## config.mk

```make
export PLATFORM = sky130hd
export DESIGN_NAME = starfield_layers_flat
export DESIGN_NICKNAME = d
export VERILOG_FILES = /design/src/rtl/starfield_layers_if.sv /design/src/rtl/starfield_layers.sv /design/src/flat_wrapper.sv
export SDC_FILE = /design/constraint.sdc
export NUM_CORES = 1
export LEC_CHECK = 0
export CAP_MARGIN = 20
export CORE_AREA = 4 4 283 202
export CTS_CLUSTER_DIAMETER = 50
export DETAILED_ROUTE_END_ITERATION = 8
export DIE_AREA = 0 0 287 206
export SLEW_MARGIN = 5
export SYNTH_ARGS = -nofsm -noshare
export SYNTH_HDL_FRONTEND = slang
export SYNTH_SLANG_ARGS = --single-unit
```

## constraint.sdc

```tcl
create_clock -name clk -period 5.8 [get_ports clk]
set_clock_uncertainty 0.1 [all_clocks]
set_input_delay 1.45 -clock clk [delete_from_list [all_inputs] [get_ports clk]]
set_output_delay 1.45 -clock clk [all_outputs]
set_load 0.01 [all_outputs]
```

## src/rtl/starfield_layers_if.sv

```systemverilog
// Bus between the video pipeline and the starfield generator: pixel enable,
// vertical blank, register write port and the prioritised star pixel.
interface starfield_layers_if;
    logic       en;
    logic       vblank;
    logic [3:0] addr;
    logic [7:0] data_in;
    logic       write;
    logic       sf_on;
    logic [7:0] sf_star;
    logic [2:0] sf_layer;

    modport master (
        output en, vblank, addr, data_in, write,
        input  sf_on, sf_star, sf_layer
    );

    modport slave (
        input  en, vblank, addr, data_in, write,
        output sf_on, sf_star, sf_layer
    );
endinterface

```

## src/rtl/starfield_layers.sv

```systemverilog
// Multi-layer parallax starfield: LAYERS LFSR star planes, each with its own
// scroll speed, fractional accumulator and seed; the front-most enabled star wins.
module starfield_layers #(
    parameter int              H      = 800,
    parameter int              V      = 525,
    parameter int              LAYERS = 3,
    parameter int              LEN    = 25,
    parameter logic [LEN-1:0]  TAPS   = 25'b1010000000000000000000000,
    parameter logic [LEN-1:0]  SEED   = 25'b1111111111111110000000000,
    parameter logic [LEN-1:0]  MASK   = 25'h0001FFF
) (
    input  logic              clk,
    input  logic              rst_n,
    starfield_layers_if.slave bus
);
    localparam logic [LEN-1:0] PERIOD_RST = LEN'(H * V - 1);

    logic [LAYERS-1:0]   enable_reg;
    logic                reseed_reg;
    logic                freeze_reg;
    logic                vblank_last;
    logic                reseed_pulse;
    logic [LAYERS-1:0]   hit;
    logic [8*LAYERS-1:0] star_flat;
    logic                on_next;
    logic [7:0]          star_next;
    logic [2:0]          layer_next;
    logic                on_reg;
    logic [7:0]          star_reg;
    logic [2:0]          layer_reg;

    assign reseed_pulse = bus.en && reseed_reg && bus.vblank && !vblank_last;

    genvar gi;
    generate
        for (gi = 0; gi < LAYERS; gi++) begin : g_layer
            logic [7:0]     speed_reg;
            logic [LEN-1:0] cnt_reg;
            logic [LEN-1:0] period_reg;
            logic [2:0]     acc_reg;
            logic [LEN-1:0] seed_reg;
            logic [LEN-1:0] sreg_reg;
            logic [3:0]     acc_sum;
            logic [5:0]     inc;
            logic           feedback;

            // Carry out of the eighths accumulator adds one extra line of scroll.
            assign acc_sum  = {1'b0, acc_reg} + {1'b0, speed_reg[2:0]};
            assign inc      = freeze_reg ? 6'd0 : ({1'b0, speed_reg[7:3]} + {5'd0, acc_sum[3]});
            assign feedback = ^(sreg_reg & TAPS);

            assign hit[gi] = enable_reg[gi] & (&(sreg_reg | MASK));
            assign star_flat[gi*8 +: 8] = sreg_reg[7:0] >> gi;

            always_ff @(posedge clk) begin
                if (!rst_n) begin
                    speed_reg  <= 8'd0;
                    cnt_reg    <= '0;
                    period_reg <= PERIOD_RST;
                    acc_reg    <= 3'd0;
                    seed_reg   <= SEED + LEN'(gi);
                    sreg_reg   <= SEED + LEN'(gi);
                end else begin
                    if (bus.write && bus.addr == 4'(gi)) begin
                        speed_reg <= bus.data_in;
                    end
                    if (bus.en) begin
                        sreg_reg <= (cnt_reg == '0) ? seed_reg : {sreg_reg[LEN-2:0], feedback};
                        if (reseed_pulse) begin
                            seed_reg <= seed_reg + LEN'(1);
                        end
                        if (cnt_reg == period_reg) begin
                            cnt_reg    <= '0;
                            period_reg <= LEN'(H * V + int'(inc) * H - 1);
                            if (!freeze_reg) begin
                                acc_reg <= acc_sum[2:0];
                            end
                        end else begin
                            cnt_reg <= cnt_reg + LEN'(1);
                        end
                    end
                end
            end
        end
    endgenerate

    // Walk from the back layer forward so the lowest qualifying index wins.
    always_comb begin
        on_next    = 1'b0;
        star_next  = 8'd0;
        layer_next = 3'd0;
        for (int l = LAYERS - 1; l >= 0; l--) begin
            if (hit[l]) begin
                on_next    = 1'b1;
                star_next  = star_flat[l*8 +: 8];
                layer_next = 3'(l);
            end
        end
    end

    always_ff @(posedge clk) begin
        if (!rst_n) begin
            enable_reg  <= '1;
            reseed_reg  <= 1'b0;
            freeze_reg  <= 1'b0;
            vblank_last <= 1'b0;
            on_reg      <= 1'b0;
            star_reg    <= 8'd0;
            layer_reg   <= 3'd0;
        end else begin
            if (bus.write && bus.addr == 4'd15) begin
                enable_reg <= bus.data_in[LAYERS-1:0];
                reseed_reg <= bus.data_in[6];
                freeze_reg <= bus.data_in[7];
            end
            if (bus.en) begin
                vblank_last <= bus.vblank;
                on_reg      <= on_next;
                star_reg    <= star_next;
                layer_reg   <= layer_next;
            end
        end
    end

    assign bus.sf_on    = on_reg;
    assign bus.sf_star  = star_reg;
    assign bus.sf_layer = layer_reg;
endmodule

```

## src/flat_wrapper.sv

```systemverilog
// flat-port wrapper written by rule: the top's interface ports become plain ports
module starfield_layers_flat 
#(
    parameter int              H      = 800,
    parameter int              V      = 525,
    parameter int              LAYERS = 3,
    parameter int              LEN    = 25,
    parameter logic [LEN-1:0]  TAPS   = 25'b1010000000000000000000000,
    parameter logic [LEN-1:0]  SEED   = 25'b1111111111111110000000000,
    parameter logic [LEN-1:0]  MASK   = 25'h0001FFF
)
  (clk, rst_n, bus_en, bus_vblank, bus_addr, bus_data_in, bus_write, bus_sf_on, bus_sf_star, bus_sf_layer);
  starfield_layers_if bus_i ();
  input  logic clk;
  input  logic rst_n;
  input wire logic [$bits(bus_i.en)-1:0] bus_en;
  input wire logic [$bits(bus_i.vblank)-1:0] bus_vblank;
  input wire logic [$bits(bus_i.addr)-1:0] bus_addr;
  input wire logic [$bits(bus_i.data_in)-1:0] bus_data_in;
  input wire logic [$bits(bus_i.write)-1:0] bus_write;
  output wire logic [$bits(bus_i.sf_on)-1:0] bus_sf_on;
  output wire logic [$bits(bus_i.sf_star)-1:0] bus_sf_star;
  output wire logic [$bits(bus_i.sf_layer)-1:0] bus_sf_layer;
  assign bus_i.en = bus_en;
  assign bus_i.vblank = bus_vblank;
  assign bus_i.addr = bus_addr;
  assign bus_i.data_in = bus_data_in;
  assign bus_i.write = bus_write;
  assign bus_sf_on = bus_i.sf_on;
  assign bus_sf_star = bus_i.sf_star;
  assign bus_sf_layer = bus_i.sf_layer;
  starfield_layers #(.H(H), .V(V), .LAYERS(LAYERS), .LEN(LEN), .TAPS(TAPS), .SEED(SEED), .MASK(MASK)) u_core (.clk(clk), .rst_n(rst_n), .bus(bus_i));
endmodule
```

After elaboration in Yosys (flattened, before gate mapping) --
Index checks and enable logic that the tools add are counted.
Storage, ports and cells: memories kept 0, input bits 17, bits in registers 351, bits in read-only memories 0, bits in writable memories 0, output and inout bits 12, latch bits 0, word-level logic and storage cells 99
Operators by class: eq/ne operators 6, multiply operators 3, bitwise operators 4, shift operators 0, add/sub/neg operators 18, reductions and logical operators 25, multiplexer cells 18, magnitude comparators 0, divide/modulo/power cells 0
Operators with widths (count):
- $add 25x1->25 const B | 6
- $mux 25 | 6
- $add 20x25->25 const A | 3
- $eq 25x25->1 | 3
- $logic_not 25->1 | 3
- $reduce_xor 25->1 | 3
- $sub 25x2->25 const B | 3
- $reduce_and 12->1 | 3
- $mul 6x5->11 const B | 3
- $mux 6 | 4
- $add 5x1->6 | 3
- $add 3x3->4 | 3
- $reduce_and 3->1 | 3
- $mux 8 | 1
- $reduce_and 2->1 | 4
- $logic_and 1x1->1 | 7
- $mux 7 | 1
- $mux 2 | 3
- $eq 4x1->1 const B | 1
- $eq 4x2->1 const B | 1
- $eq 4x4->1 const B | 1
- $logic_not 4->1 | 1
- $and 1x1->1 | 3
- $mux 1 | 3
- 2 further kinds | 2

Longest topological paths before layout --
depth in word-level cells 6, mapped depth 20, mapped depth without buffers 20

Worst setup path after synthesis --
OpenSTA, ideal clock, no wires.
kind register to register, from register u_core.g_layer[1].acc_reg[1], to register u_core.g_layer[1].period_reg[15], setup slack 1.308 ns, stages on the path, launching flop included 19, data required time 5.581 ns, buffers on the path 0, library setup time 0.119 ns, arrival time 4.273 ns, period minus slack after synthesis 4.492 ns, cell sequence dfxtp_1 > ha_1 > a21o_1 > a21o_1 > ha_1 > ha_1 > xor2_1 > nand2b_1 > inv_1 > ha_1 > ha_1 > ha_1 > ha_1 > a211oi_1 > nor2_1 > o311ai_0 > nor3_1 > xnor2_1 > o221a_2
Between the ends: word-level cells in the longest chain between the ends 6
Ends and longest elaborated chain:
- start: declaration | RTL line starfield_layers.sv:40 | logic [2:0] acc_reg;
- start signal: assignment | RTL line starfield_layers.sv:76 | acc_reg <= acc_sum[2:0];
- $add 3x3->4 | RTL line starfield_layers.sv:48 | assign acc_sum = {1'b0, acc_reg} + {1'b0, speed_reg[2:0]};
- $add 5x1->6 | RTL line starfield_layers.sv:49 | assign inc = freeze_reg ? 6'd0 : ({1'b0, speed_reg[7:3]} + {5'd0, acc_sum[3]});
- $mux 6 | RTL line starfield_layers.sv:49
- $mul 6x5->11 | RTL line starfield_layers.sv:74 | period_reg <= LEN'(H * V + int'(inc) * H - 1);
- $add 20x25->25 | RTL line starfield_layers.sv:74
- $sub 25x2->25 | RTL line starfield_layers.sv:74
- end signal: assignment | RTL line starfield_layers.sv:74
- end: declaration | RTL line starfield_layers.sv:39 | logic [LEN-1:0] period_reg;
No other way between the ends. A chain may end at the register's enable or synchronous reset.

Worst setup path in the final report --
Same ends and word-level chain as after synthesis.

==> results.md <==
- Ys async rst share: 0
- Hold path startpoint: u_core.g_layer[2].period_reg[16]
- Place WS: 0.8568 ns
- Post-Place Cells: 2525
- Detail Route Antenna Nets: 0
- EDFF count, synth: 0
- Number of diodes: 0
- Critical Path RT: 6.13 ns
- DIE AREA: 59120 um2
- FF+latch count, synth: 311
- R2R Path End: u_core.g_layer[1].period_reg[15]
- Largest incremental delay on the critical path: 0.66 ns
- Vias per cell: 4.813
- Slack of the critical path: 0.8614 ns
- Die Span Y: 206 um
- Hold depth: 2
- Total CTS buffers: 40
- Clock Latency Late Sink: 0.54 ns
- F_max: 0.2025 GHz
- Initial antenna violation count: 0
- Final wirelength: 35.01 mm
- Reg2reg path depth: 18
- Nets: 1944
- Final core utilization: 0.3383
- Worst-path clk slew: 0.05 ns
- CTS tree: done
- Critical path, cell by cell: ha_1 > a21o_1 > a21o_1 > ha_1 > ha_1 > xor2_1 > nand2b_1 > inv_1 > ha_1 > ha_1 > ha_1 > ha_1 > a211oi_1 > nor2_1 > o311ai_0 > nor3_1 > xnor2_1 > o221a_2
- Tmin final: 4.939 ns
- Clock Path Buffers: 3
- Clock Tree Root: clkbuf_16
- Synth unique cells: 65
- Drt drc: 0
- Pre-antenna DRT Iters: 5
- GRT overflow: 0
- Net Count, Synth: 1947
- Starting density of the core: 0.2967
- Hpwl dp: 24.17 mm
- IO Port Bufs: 27
- Ports: 29
- Hold crit path type: flop to flop
- Core Area: 54590 um2
- Setup repair bufs after CTS: 0
- Die W: 287 um
- # H-tree levels: 2
- CP bufs+invs: 1
- Final Max Tran Viols: 0
- Routability Congestion: 0.7869
- Crit path kind: flop to flop
- Final setup fails: 0
- Tcrit/Tclk final: 0.8515
- CTS resizes: 0
- RR Startpoint: u_core.g_layer[1].acc_reg[1]
- Nature of the critical path startpoint: flop
- Peak supply drop: 0.0001637 V
- RSZ-0062 raised after global routing: no
- Ys Warns: 0
- Main flop type after synthesis: dfxtp_1
- R2R Setup Slk: 0.86 ns
- Setup TNS: 0 ns
- Worst path slowest cell: o311ai_0
- Top delay family on crit path: adder cells
- Mapped Area: 16200 um2
- Worst Hold Endpoint: u_core.g_layer[2].period_reg[16]
- CP most frequent cell: ha_1
- Layout cell share with drive strength beyond 1: 0.06196
- Avg Cell Area, Syn: 8.847 um2
- Hold Buf Count CTS: 0
- CP arrival: 5.27 ns
- Endpoints failing hold: 0
- Area Overhead vs Synth: 14.01%
- Vias in the first global route: 12170
- PD cells: 268.5 nW/um2
- Leak: 7.710 nW
- GRT Util Overall: 0.1181
- Largest net degree at the start of global routing: 69
- Fin cells: 2596
- DR vias: 12500
- CP max FO: 6
- Crit path capture type: flop
- Total of max-cap violations: 0
- Worst slew margin: 0.4158
- Cell Rows: 72
- First DRT Iteration DRCs: 899
- First-pass GRT wire length: 59.92 mm
- Syn Inst Count: 1831
- # fillers: 5613
- Clock sinks: 311
- Routed len/inst: 13.49 um
- Worst Max-Slew Pin Slew: 0.8742 ns
- Post-synthesis sequential area ratio: 0.3844
- Status: completed
## synth_stat cells (28+ instances only)
library cell,count,area share
clkbuf_1,65,0.015
o21ai_0,38,0.012
o211ai_1,54,0.025
a21oi_1,34,0.011
mux2i_1,124,0.077
xnor2_1,78,0.042
nor3_1,28,0.0087
xor2_1,127,0.069
ha_1,93,0.072
inv_1,52,0.012
nand4_1,46,0.018
dfxtp_1,311,0.38
a211oi_1,41,0.019
nor2_1,234,0.054
nand3_1,79,0.024
nand2_1,185,0.043
## final cells by class
| type | instances | area (um2) | share of cell area |
|---|---|---|---|
| flip-flops and latches | 311 | 6226 | 0.3371 |
| clock inverters | 18 | 198.9 | 0.01077 |
| inverters | 54 | 205.2 | 0.01111 |
| clock buffers | 52 | 1116 | 0.06043 |
| repair buffers | 44 | 390.4 | 0.02114 |
| well taps | 740 | 925.9 | 0.05014 |
| multi-input cells | 1377 | 9405 | 0.5093 |
## where the power goes
part / internal, mW / leakage (nW) / switching (mW)
clock: 1.46 / 0.639 / 0.963
sequential: 2.18 / 2.53 / 0.0364
combinational: 0.130 / 4.55 / 0.187
## metal layers
layer	GRT usage	wire length, um
met3	0.01885	1209
met4	0.03066	658
met5	0	0
met2	0.1859	15070
met1	0.1686	18070
## how the worst max path moves through the flow
stage | startpoint | end | slack, ns | cells after the start
after floorplan | u_core.g_layer[1].acc_reg[1] | u_core.g_layer[1].period_reg[15] | 1.31 | 18
after global placement | u_core.g_layer[1].acc_reg[1] | u_core.g_layer[1].period_reg[15] | 0.98 | 18
after detailed placement | u_core.g_layer[1].acc_reg[1] | u_core.g_layer[1].period_reg[15] | 0.86 | 18
after CTS | u_core.g_layer[1].acc_reg[1] | u_core.g_layer[1].period_reg[15] | 0.84 | 18
after global routing | u_core.g_layer[1].speed_reg[1] | u_core.g_layer[1].period_reg[15] | 0.55 | 18
final | u_core.g_layer[1].acc_reg[1] | u_core.g_layer[1].period_reg[15] | 0.86 | 18
## worst reg2reg max path: stages (launching register included)
cell and delay [ns]:
dfxtp_1 0.32, ha_1 0.29, a21o_1 0.18, a21o_1 0.18
ha_1 0.19, ha_1 0.21, xor2_1 0.15, nand2b_1 0.22
inv_1 0.10, ha_1 0.29, ha_1 0.30, ha_1 0.30
ha_1 0.30, a211oi_1 0.36, nor2_1 0.13, o311ai_0 0.66
nor3_1 0.17, xnor2_1 0.16, o221a_2 0.23
## cells by family (layout without fill, tap and decap cells)
family                   after synthesis  after routing  synth area share
AO/OA/AOI/OAI                        210            210           0.08922
XOR/XNOR                             206            206            0.1123
adder cells (fa/ha/maj)               99             99           0.07925
buffers and inverters                143            168           0.03599
flip-flops                           311            311            0.3844
multiplexers                         130            130           0.08080
other                                  1              1         0.0002315
AND/OR/NAND/NOR                      731            731            0.2178
## placed cells by master (no fill, tap or decap), types with 40 or more instances in the layout
master       n
mux2i_1    124
xnor2_1     78
nand2_1    185
nand4_1     46
clkbuf_16   40
a211oi_1    41
o211ai_1    54
inv_1       51
nand3_1     79
nor2_1     234
dfxtp_1    311
xor2_1     127
ha_1        93
## through the flow
stage	total power, mW	hold slack [ns]	cell area, um2
after floorplan	2.494	0.3358	16200
after global routing	5.145	0.3918	18470
after global placement	2.577	0.3577	17140
after detailed placement	2.583	0.3641	17150
after CTS	5.024	0.3747	18460
final	4.958	0.3673	18470
Power figures use the tool's default switching activity.
